**src/rtl/rtc_bus_ctrl.sv**
```systemverilog
// rtc_bus_ctrl: runs multiplexed address/data bursts on the RTC parallel bus
// on behalf of the main control FSM. A one-cycle start strobe plus a 3-bit
// command selects the burst; write bytes are fetched through the idx
// handshake and read bytes are returned with a one-cycle rd_we strobe.
// Optional feature: define RTC_CMD_QUEUE_EN to add a one-deep pending
// command register that accepts a start arriving while a burst is running.
module rtc_bus_ctrl #(
  parameter int unsigned T_PULSE = 10,
  parameter int unsigned T_GAP   = 10
) (
  input  logic       clock,
  input  logic       reset,
  input  logic       start,
  input  logic [2:0] cmd,
  input  logic [7:0] wdata,
  input  logic [7:0] ad_in,
  output logic [7:0] ad_out,
  output logic       ad_oe,
  output logic       cs_n,
  output logic       rd_n,
  output logic       wr_n,
  output logic       ad_n,
  output logic [3:0] idx,
  output logic [7:0] rdata,
  output logic       rd_we,
  output logic       busy,
  output logic       done
);

  localparam logic [7:0] PULSE_LOAD = 8'(T_PULSE - 1);
  localparam logic [7:0] GAP_LOAD   = 8'(T_GAP - 1);

  typedef enum logic [2:0] {IDLE, A_LOW, A_GAP, D_LOW, D_GAP, FIN} state_t;

  // Everything the burst engine needs to know about a command.
  typedef struct packed {
    logic       write;
    logic [7:0] base;
    logic [3:0] last;   // index of the final byte, N-1
  } cmd_info_t;

  function automatic cmd_info_t decode(input logic [2:0] code);
    cmd_info_t info;
    info = '0;
    case (code)
      3'd1:    info = '{write: 1'b1, base: 8'h00, last: 4'd1};  // INIT
      3'd2:    info = '{write: 1'b0, base: 8'h21, last: 4'd8};  // READ
      3'd3:    info = '{write: 1'b1, base: 8'h21, last: 4'd2};  // WR_HORA
      3'd4:    info = '{write: 1'b1, base: 8'h24, last: 4'd2};  // WR_FECHA
      3'd5:    info = '{write: 1'b1, base: 8'h41, last: 4'd2};  // WR_CRONO
      default: info = '0;
    endcase
    return info;
  endfunction

  state_t     state, state_d;
  logic [7:0] cnt, cnt_d;
  logic [3:0] idx_d;
  cmd_info_t  cur, cur_d, req;
  logic       launch, launch_d;
  logic       legal, take, read_sample;

  logic [7:0] ad_out_d;
  logic       ad_oe_d, cs_n_d, rd_n_d, wr_n_d, ad_n_d, busy_d, done_d;

`ifdef RTC_CMD_QUEUE_EN
  logic       pend_valid, pend_valid_d;
  cmd_info_t  pend, pend_d;
`endif

  assign req   = decode(cmd);
  assign legal = (cmd >= 3'd1) && (cmd <= 3'd5);
  assign take  = start && legal;

  // Last cycle of a read data phase: capture the bus into rdata.
  assign read_sample = (state == D_LOW) && (cnt == 8'd0) && !cur.write;

  // State register: FSM state, phase counter, byte index, latched command.
  // NOTE: sequential state uses non-blocking assignments only, so every flop
  // samples the values from before the edge regardless of statement order.
  always_ff @(posedge clock or posedge reset) begin
    if (reset) begin
      state  <= IDLE;
      cnt    <= 8'd0;
      idx    <= 4'd0;
      cur    <= '0;
      launch <= 1'b0;
`ifdef RTC_CMD_QUEUE_EN
      pend_valid <= 1'b0;
      pend       <= '0;
`endif
    end else begin
      state  <= state_d;
      cnt    <= cnt_d;
      idx    <= idx_d;
      cur    <= cur_d;
      launch <= launch_d;
`ifdef RTC_CMD_QUEUE_EN
      pend_valid <= pend_valid_d;
      pend       <= pend_d;
`endif
    end
  end

  // Next-state logic: phase sequencing, byte stepping and command acceptance.
  // NOTE: every signal gets a default before the case so no path leaves one
  // unassigned, which would otherwise infer a latch.
  always_comb begin
    state_d  = state;
    cnt_d    = cnt;
    idx_d    = idx;
    cur_d    = cur;
    launch_d = 1'b0;
`ifdef RTC_CMD_QUEUE_EN
    pend_valid_d = pend_valid;
    pend_d       = pend;
`endif
    case (state)
      IDLE: begin
        // The accepting cycle only latches the command; the bus burst starts
        // on the following edge so the strobes appear one edge after start.
        if (launch) begin
          state_d = A_LOW;
          cnt_d   = PULSE_LOAD;
        end else if (take) begin
          launch_d = 1'b1;
          cur_d    = req;
          idx_d    = 4'd0;
        end
      end
      A_LOW: begin
        if (cnt == 8'd0) begin
          state_d = A_GAP;
          cnt_d   = GAP_LOAD;
        end else begin
          cnt_d = cnt - 8'd1;
        end
      end
      A_GAP: begin
        if (cnt == 8'd0) begin
          state_d = D_LOW;
          cnt_d   = PULSE_LOAD;
        end else begin
          cnt_d = cnt - 8'd1;
        end
      end
      D_LOW: begin
        if (cnt == 8'd0) begin
          state_d = D_GAP;
          cnt_d   = GAP_LOAD;
        end else begin
          cnt_d = cnt - 8'd1;
        end
      end
      D_GAP: begin
        if (cnt == 8'd0) begin
          if (idx == cur.last) begin
            state_d = FIN;
            idx_d   = 4'd0;
          end else begin
            state_d = A_LOW;
            cnt_d   = PULSE_LOAD;
            idx_d   = idx + 4'd1;
          end
        end else begin
          cnt_d = cnt - 8'd1;
        end
      end
      FIN: begin
        state_d = IDLE;
`ifdef RTC_CMD_QUEUE_EN
        // A queued command, or one arriving right now, chains without idling.
        if (pend_valid) begin
          state_d      = A_LOW;
          cnt_d        = PULSE_LOAD;
          cur_d        = pend;
          pend_valid_d = 1'b0;
        end else if (take) begin
          state_d = A_LOW;
          cnt_d   = PULSE_LOAD;
          cur_d   = req;
        end
`endif
      end
      default: state_d = IDLE;
    endcase
`ifdef RTC_CMD_QUEUE_EN
    // Hold the first legal start seen mid-burst; later ones are dropped.
    if (take && !pend_valid && (launch || (state != IDLE && state != FIN))) begin
      pend_valid_d = 1'b1;
      pend_d       = req;
    end
`endif
  end

  // Output decode from the next state so the registered pins line up with it.
  always_comb begin
    cs_n_d   = 1'b1;
    rd_n_d   = 1'b1;
    wr_n_d   = 1'b1;
    ad_n_d   = 1'b1;
    ad_oe_d  = 1'b0;
    ad_out_d = 8'h00;
    busy_d   = launch_d || (state_d inside {A_LOW, A_GAP, D_LOW, D_GAP});
    done_d   = (state_d == FIN);
    case (state_d)
      A_LOW: begin
        cs_n_d   = 1'b0;
        wr_n_d   = 1'b0;
        ad_n_d   = 1'b0;
        ad_oe_d  = 1'b1;
        ad_out_d = cur_d.base + {4'd0, idx_d};
      end
      D_LOW: begin
        cs_n_d = 1'b0;
        if (cur_d.write) begin
          wr_n_d  = 1'b0;
          ad_oe_d = 1'b1;
          // Capture wdata once on phase entry and hold it for the whole pulse.
          ad_out_d = (state == D_LOW) ? ad_out : wdata;
        end else begin
          rd_n_d = 1'b0;
        end
      end
      default: ;
    endcase
  end

  // Output registers, plus the read-byte capture and its write strobe.
  always_ff @(posedge clock or posedge reset) begin
    if (reset) begin
      cs_n   <= 1'b1;
      rd_n   <= 1'b1;
      wr_n   <= 1'b1;
      ad_n   <= 1'b1;
      ad_oe  <= 1'b0;
      ad_out <= 8'h00;
      busy   <= 1'b0;
      done   <= 1'b0;
      rd_we  <= 1'b0;
      rdata  <= 8'h00;
    end else begin
      cs_n   <= cs_n_d;
      rd_n   <= rd_n_d;
      wr_n   <= wr_n_d;
      ad_n   <= ad_n_d;
      ad_oe  <= ad_oe_d;
      ad_out <= ad_out_d;
      busy   <= busy_d;
      done   <= done_d;
      rd_we  <= read_sample;
      if (read_sample) rdata <= ad_in;
    end
  end

endmodule

```
**config.mk**
```make
export PLATFORM = sky130hd
export DESIGN_NAME = rtc_bus_ctrl
export DESIGN_NICKNAME = d
export VERILOG_FILES = /design/src/rtl/rtc_bus_ctrl.sv
export SDC_FILE = /design/constraint.sdc
export NUM_CORES = 1
export LEC_CHECK = 0
export CORE_MARGIN = 2
export CORE_UTILIZATION = 50
export DETAILED_ROUTE_END_ITERATION = 16
export HOLD_SLACK_MARGIN = 0.02
export PLACE_DENSITY_LB_ADDON = 0.1
export SLEW_MARGIN = 30
export SYNTH_ARGS = -nofsm -noshare
export SYNTH_HDL_FRONTEND = slang
export SYNTH_SLANG_ARGS = --single-unit
```
**constraint.sdc**
```tcl
create_clock -name clock -period 7.3 [get_ports clock]
set_input_delay 1.46 -clock clock [delete_from_list [all_inputs] [get_ports clock]]
set_output_delay 1.46 -clock clock [all_outputs]
set_load 0.01 [all_outputs]
```
# After elaboration in Yosys (flattened, before gate mapping)
# Index checks and enable logic that the tools add are counted.
# word_totals
wordCells,89
ff_bits,53
out_inout_bits,28
input_bits,22
# classes
addsub,3
order_cmp,2
eq_ne,18
reduce_logical,14
n_mux,34
n_bitwise,1
# ops
cell,count
$pmux 13 s5,1
$mux 8,6
$mux 13,3
$pmux 8 s3,1
$eq 3x2->1 const B,6
$mux 3,6
$mux 4,4
$pmux 8 s2,1
$eq 3x3->1 const B,5
$pmux 3 s5,1
$eq 3x1->1 const B,3
$add 8x4->8,1
$logic_not 8->1,1
$mux 1,8
$pmux 4 s2,1
$sub 8x1->8 const B,1
$ne 3x3->1 const B,2
$reduce_and 3->1,2
$add 4x1->4 const B,1
$eq 4x4->1,1
$logic_and 1x1->1,4
$pmux 1 s2,2
$reduce_bool 4->1,1
$ge 3x1->1 const B,1
9 further kinds,9

# Logic depth before layout (Yosys ltp)
# depth
word_depth,8
mapped_depth,17
mapped_depth_nobuf,15

# Worst setup path before layout
# No wires, ideal clock.
# synth_path
kind,input to register
from,input port cmd[1]
to,register ad_out[6]
path_slack_ns,3.270
stages,14
t_required_ns,7.205
arrival_ns,3.934
setup_ns,0.095
n_path_buf,0
cell_sequence,or3_1 > a31oi_1 > nor2_1 > o21ai_0 > nand2_1 > o21ai_0 > ha_1 > inv_1 > fa_1 > o21bai_1 > nor3_1 > o2bb2ai_1 > o31a_1 > o32ai_2
# synth_via
elab_chain_cells,8
word_cells_on_any_way,20
classes_between,add/sub (1); order compare (2); eq/ne (6); mux (9); reduce/logical (2)
# synth_rtl
element,line_no,text
start: declaration,14,"input logic [2:0] cmd,"
$ge 3x1->1 / $le 3x3->1 (equally long branches),72,assign legal = (cmd >= 3'd1) && (cmd <= 3'd5);
$logic_and 1x1->1 (*),72,
$logic_and 1x1->1 (*),73,assign take = start && legal;
$mux 4 (*),125,end else if (take) begin
$mux 4 (*),122,if (launch) begin
$pmux 4 s2 (*),118,case (state)
named net idx_d[0],58,logic [3:0] idx_d;
$add 8x4->8 (*),212,"ad_out_d = cur_d.base + {4'd0, idx_d};"
$pmux 8 s2 (*),206,case (state_d)
end signal: assignment,248,ad_out <= ad_out_d;
end: declaration,17,"output logic [7:0] ad_out,"
# The timed path passes the listed nets; every way through them passes the cells marked *.
# A chain may end at the register's enable or synchronous reset.

# Worst setup path in the final report
# layout_path
from,input port cmd[2]
to,register ad_out[6]
# Same word-level chain as after synthesis.

==> results.py <==
metrics = {
    "status": {
        "status": "finished clean",
    },
    "grt": {
        "track_usage_pct": 21.78,
        "first_global_vias": 2221,
        "grt_max_degree": 53,
        "grt_pass1_wl_um": 10660,
        "grt_antenna_before_repair": 0,
        "overflow": 0,
    },
    "route": {
        "vias": 2319,
        "wl_per_cell_um": 15.14,
        "ant_nets": 0,
        "vias_per_cell": 5.575,
        "post-route-drc-count": 0,
        "drt_iter0_drc": 202,
        "drt-total-wl_um": 6300,
        "dr.pass1.iters": 5,
    },
    "power": {
        "power.density_nw_per_um2": 327.2,
        "ir_worst_vdd_mv": 0.1973,
        "power_leakage_nw": 1.477,
    },
    "critical_path": {
        "reg2reg_from": "cnt[0]",
        "cp_data_arrival_time_ps": 4920,
        "crit_path_end_kind": "register",
        "reg2reg_slack_ps": 3300,
        "critPathMaxFanout": 15,
        "start_kind": "input port",
        "critPathRequiredTime_ps": 7520,
        "rr_endpoint": "ad_out[6]",
        "reg2regPathDepth": 15,
        "critPathKind": "in2reg",
    },
    "final_layout": {
        "num-fill-cells": 504,
        "seq_area_sq_um": 1306,
        "multi_input_area_sq_um": 1396,
        "instances_no_fill": 416,
        "antenna_cells": 0,
        "drive_gt1_share_pct": 8.430,
        "area.growth.synth_to_final_pct": 22.09,
        "nNetsFinal": 372,
    },
    "logic_synthesis": {
        "ys_warn_count": 0,
        "syn_inst": 298,
        "synth_top_family_by_area": "simple AND/OR/NAND/NOR gates",
        "synth_top_area_share_pct": 42.59,
        "syn_area_per_cell_sq_um": 9.464,
        "synthXorXnorAreaFrac_pct": 3.106,
        "yosysUniqueCellTypes": 58,
        "synth_seq_cells": 52,
        "netlist_area_sq_um": 2820,
        "syn-num-nets": 327,
        "synth_ff_type": "dfrtp_1",
        "synth_compound_area_share_pct": 16.73,
        "async_reset_ff_share_pct": 100.0,
        "yosysMostFrequentCell": "dfrtp_1",
        "yosys-top-cells-area": "dfrtp_1 (43%), nor2_1 (3.9%), dfstp_2 (3.7%)",
        "synthSimpleGateAreaFrac_pct": 22.05,
        "yosysSeqAreaShare_pct": 46.32,
        "muxShareOfSynthArea_pct": 4.259,
        "synth_edf_count": 0,
        "yosys-top-cells-count": "dfrtp_1 (48), nor2_1 (29), nand2_1 (26), a21oi_1 (17), inv_1 (17)",
        "yosysTopAreaCell": "dfrtp_1",
        "synthAdderAreaFrac_pct": 3.372,
    },
    "hold_path": {
        "hold_depth": 2,
        "hp-class": "reg2reg",
        "holdPathEnd": "ad_out[1]",
        "hold_start": "ad_out[1]",
    },
    "clock_network": {
        "htree_levels": 2,
        "cts_tree": "done",
        "clkSlewWorstSetupHoldPaths_ps": 90,
        "cts.sinks": 52,
        "post_cts_buffers": 0,
        "numCtsBuffers": 5,
        "cts.root.buffer_cell": "clkbuf_8",
        "cts_max_path_buffers": 2,
        "cts_resized": 0,
        "worstSkewPairLatency_ps": 310,
        "hold_buffers": 0,
    },
    "placed_design": {
        "port_buffers": 49,
        "dp_hpwl_um": 4598,
        "detailedPlace.worstSlack_ps": 2317,
        "gp_congestion": 0.8777,
        "dp_cells": 408,
    },
    "die": {
        "pin_count": 50,
        "row_count": 27,
        "die_h_um": 79.10,
        "coreArea_sq_um": 5473,
        "die_x_um": 79.10,
        "die-area_sq_um": 6257,
        "start_util_pct": 51.53,
    },
    "timing": {
        "max_freq_mhz": 212.8,
        "tns_ps": 0,
        "worst-slew-pin-transition_ps": 913.7,
        "setup_violations": 0,
        "min_period_ps": 4700,
        "finalHoldViolCount": 0,
        "slew_headroom_pct": 38.52,
        "rsz0062_at_grt": "no",
        "min_period_over_period_pct": 64.38,
        "setup_ws_ps": 2600,
        "skew_ps": 6.794,
        "slew_viol_final": 0,
    },
    "flow_run": {
        "max_cap_violations": 0,
    },
}
final cells by class:
| type | count | area share [%] |
|---|---|---|
| clock buffers | 5 | 1.999 |
| clock inverters | 3 | 0.6177 |
| inverters | 18 | 2.035 |
| multi-input cells | 217 | 40.55 |
| flip-flops and latches | 52 | 37.94 |
| well taps | 72 | 2.616 |
| repair buffers | 49 | 14.24 |
cell families (layout without fill, tap and decap cells):
family | after synthesis | after routing
flip-flops | 52 | 52
multiplexers | 11 | 11
adder cells (fa/ha/maj) | 7 | 7
buffers and inverters | 29 | 75
AND/OR/NAND/NOR | 118 | 118
AO/OA/AOI/OAI | 71 | 71
XOR/XNOR | 10 | 10
report_power, final:
group          leakage [nW]  internal, mW  switching [mW]  total, mW
clock                0.0445        0.0682          0.0990      0.167
sequential            0.665         0.385          0.0673      0.452
combinational         0.767         0.221           0.286      0.507
total                  1.48         0.675           0.452       1.13
state kept, by name, indices dropped and copies added, names as in the netlist:
register / cells
cur: 12
ad_out: 8
cnt: 8
rdata: 8
idx: 4
state: 3
ad_n: 1
ad_oe: 1
busy: 1
cs_n: 1
done: 1
launch: 1
rd_n: 1
rd_we: 1
wr_n: 1
worst max path at each step:
stage                     startpoint         to  cells past startpoint
final                         cmd[2]  ad_out[6]                     15
after global routing          cmd[2]  ad_out[4]                     15
after CTS                     cmd[2]  ad_out[6]                     15
after detailed placement      cmd[2]  ad_out[4]                     15
after global placement        cmd[2]  ad_out[6]                     15
after floorplan               cmd[1]  ad_out[6]                     14
cell usage in the layout, fill, tap and decap left out, drive strengths merged, types with 4 or more instances in the layout:
cell type      synthesis  routed
a21oi                 17      17
and2                   8       8
clkbuf                 9       5
clkdlybuf4s50          0      49
dfrtp                 48      48
dfstp                  4       4
ha                     6       6
inv                   17      18
mux2                   8       8
nand2                 26      26
nand2b                 5       5
nand3                 10      10
nor2                  30      30
nor3                  12      12
nor4                   7       7
o21a                   4       4
o21ai                 16      16
o31ai                  6       6
or3                    5       5
xnor2                  5       5
xor2                   5       5
routing by layer:
| metal | vias to the layer above | GRT usage, % | part of all wire, % |
|---|---|---|---|
| li1 | 1151 | - | - |
| met3 | 6 | 3.977 | 3.8 |
| met5 | - | 0 | 0 |
| met4 | 0 | 4.828 | 0.89 |
| met1 | 1116 | 31.67 | 50 |
| met2 | 46 | 34.15 | 45 |
metrics by stage:
stage,utilization [%],hold slack [ps],area [sq um],total power [mW]
finish,62.92,495.0,3443,1.127
detailed placement,61.27,475.6,3353,0.9681
global route,62.92,526.5,3443,1.225
CTS,62.92,496.9,3443,1.137
global placement,61.23,469.1,3351,0.9590
floorplan,-,467.9,2820,0.7870
critical path: stages:
cell             delay, ps
clkdlybuf4s50_1        650
or3_1                  430
a31oi_1                310
nor2_1                  80
o21ai_0                120
nand2_1                 70
o21ai_0                120
ha_1                   240
inv_1                   60
fa_1                   400
o21bai_1               280
nor3_1                  80
o2bb2ai_1              170
o31a_1                 270
o32ai_2                190
Note: power is estimated with default switching activity, not from simulation.
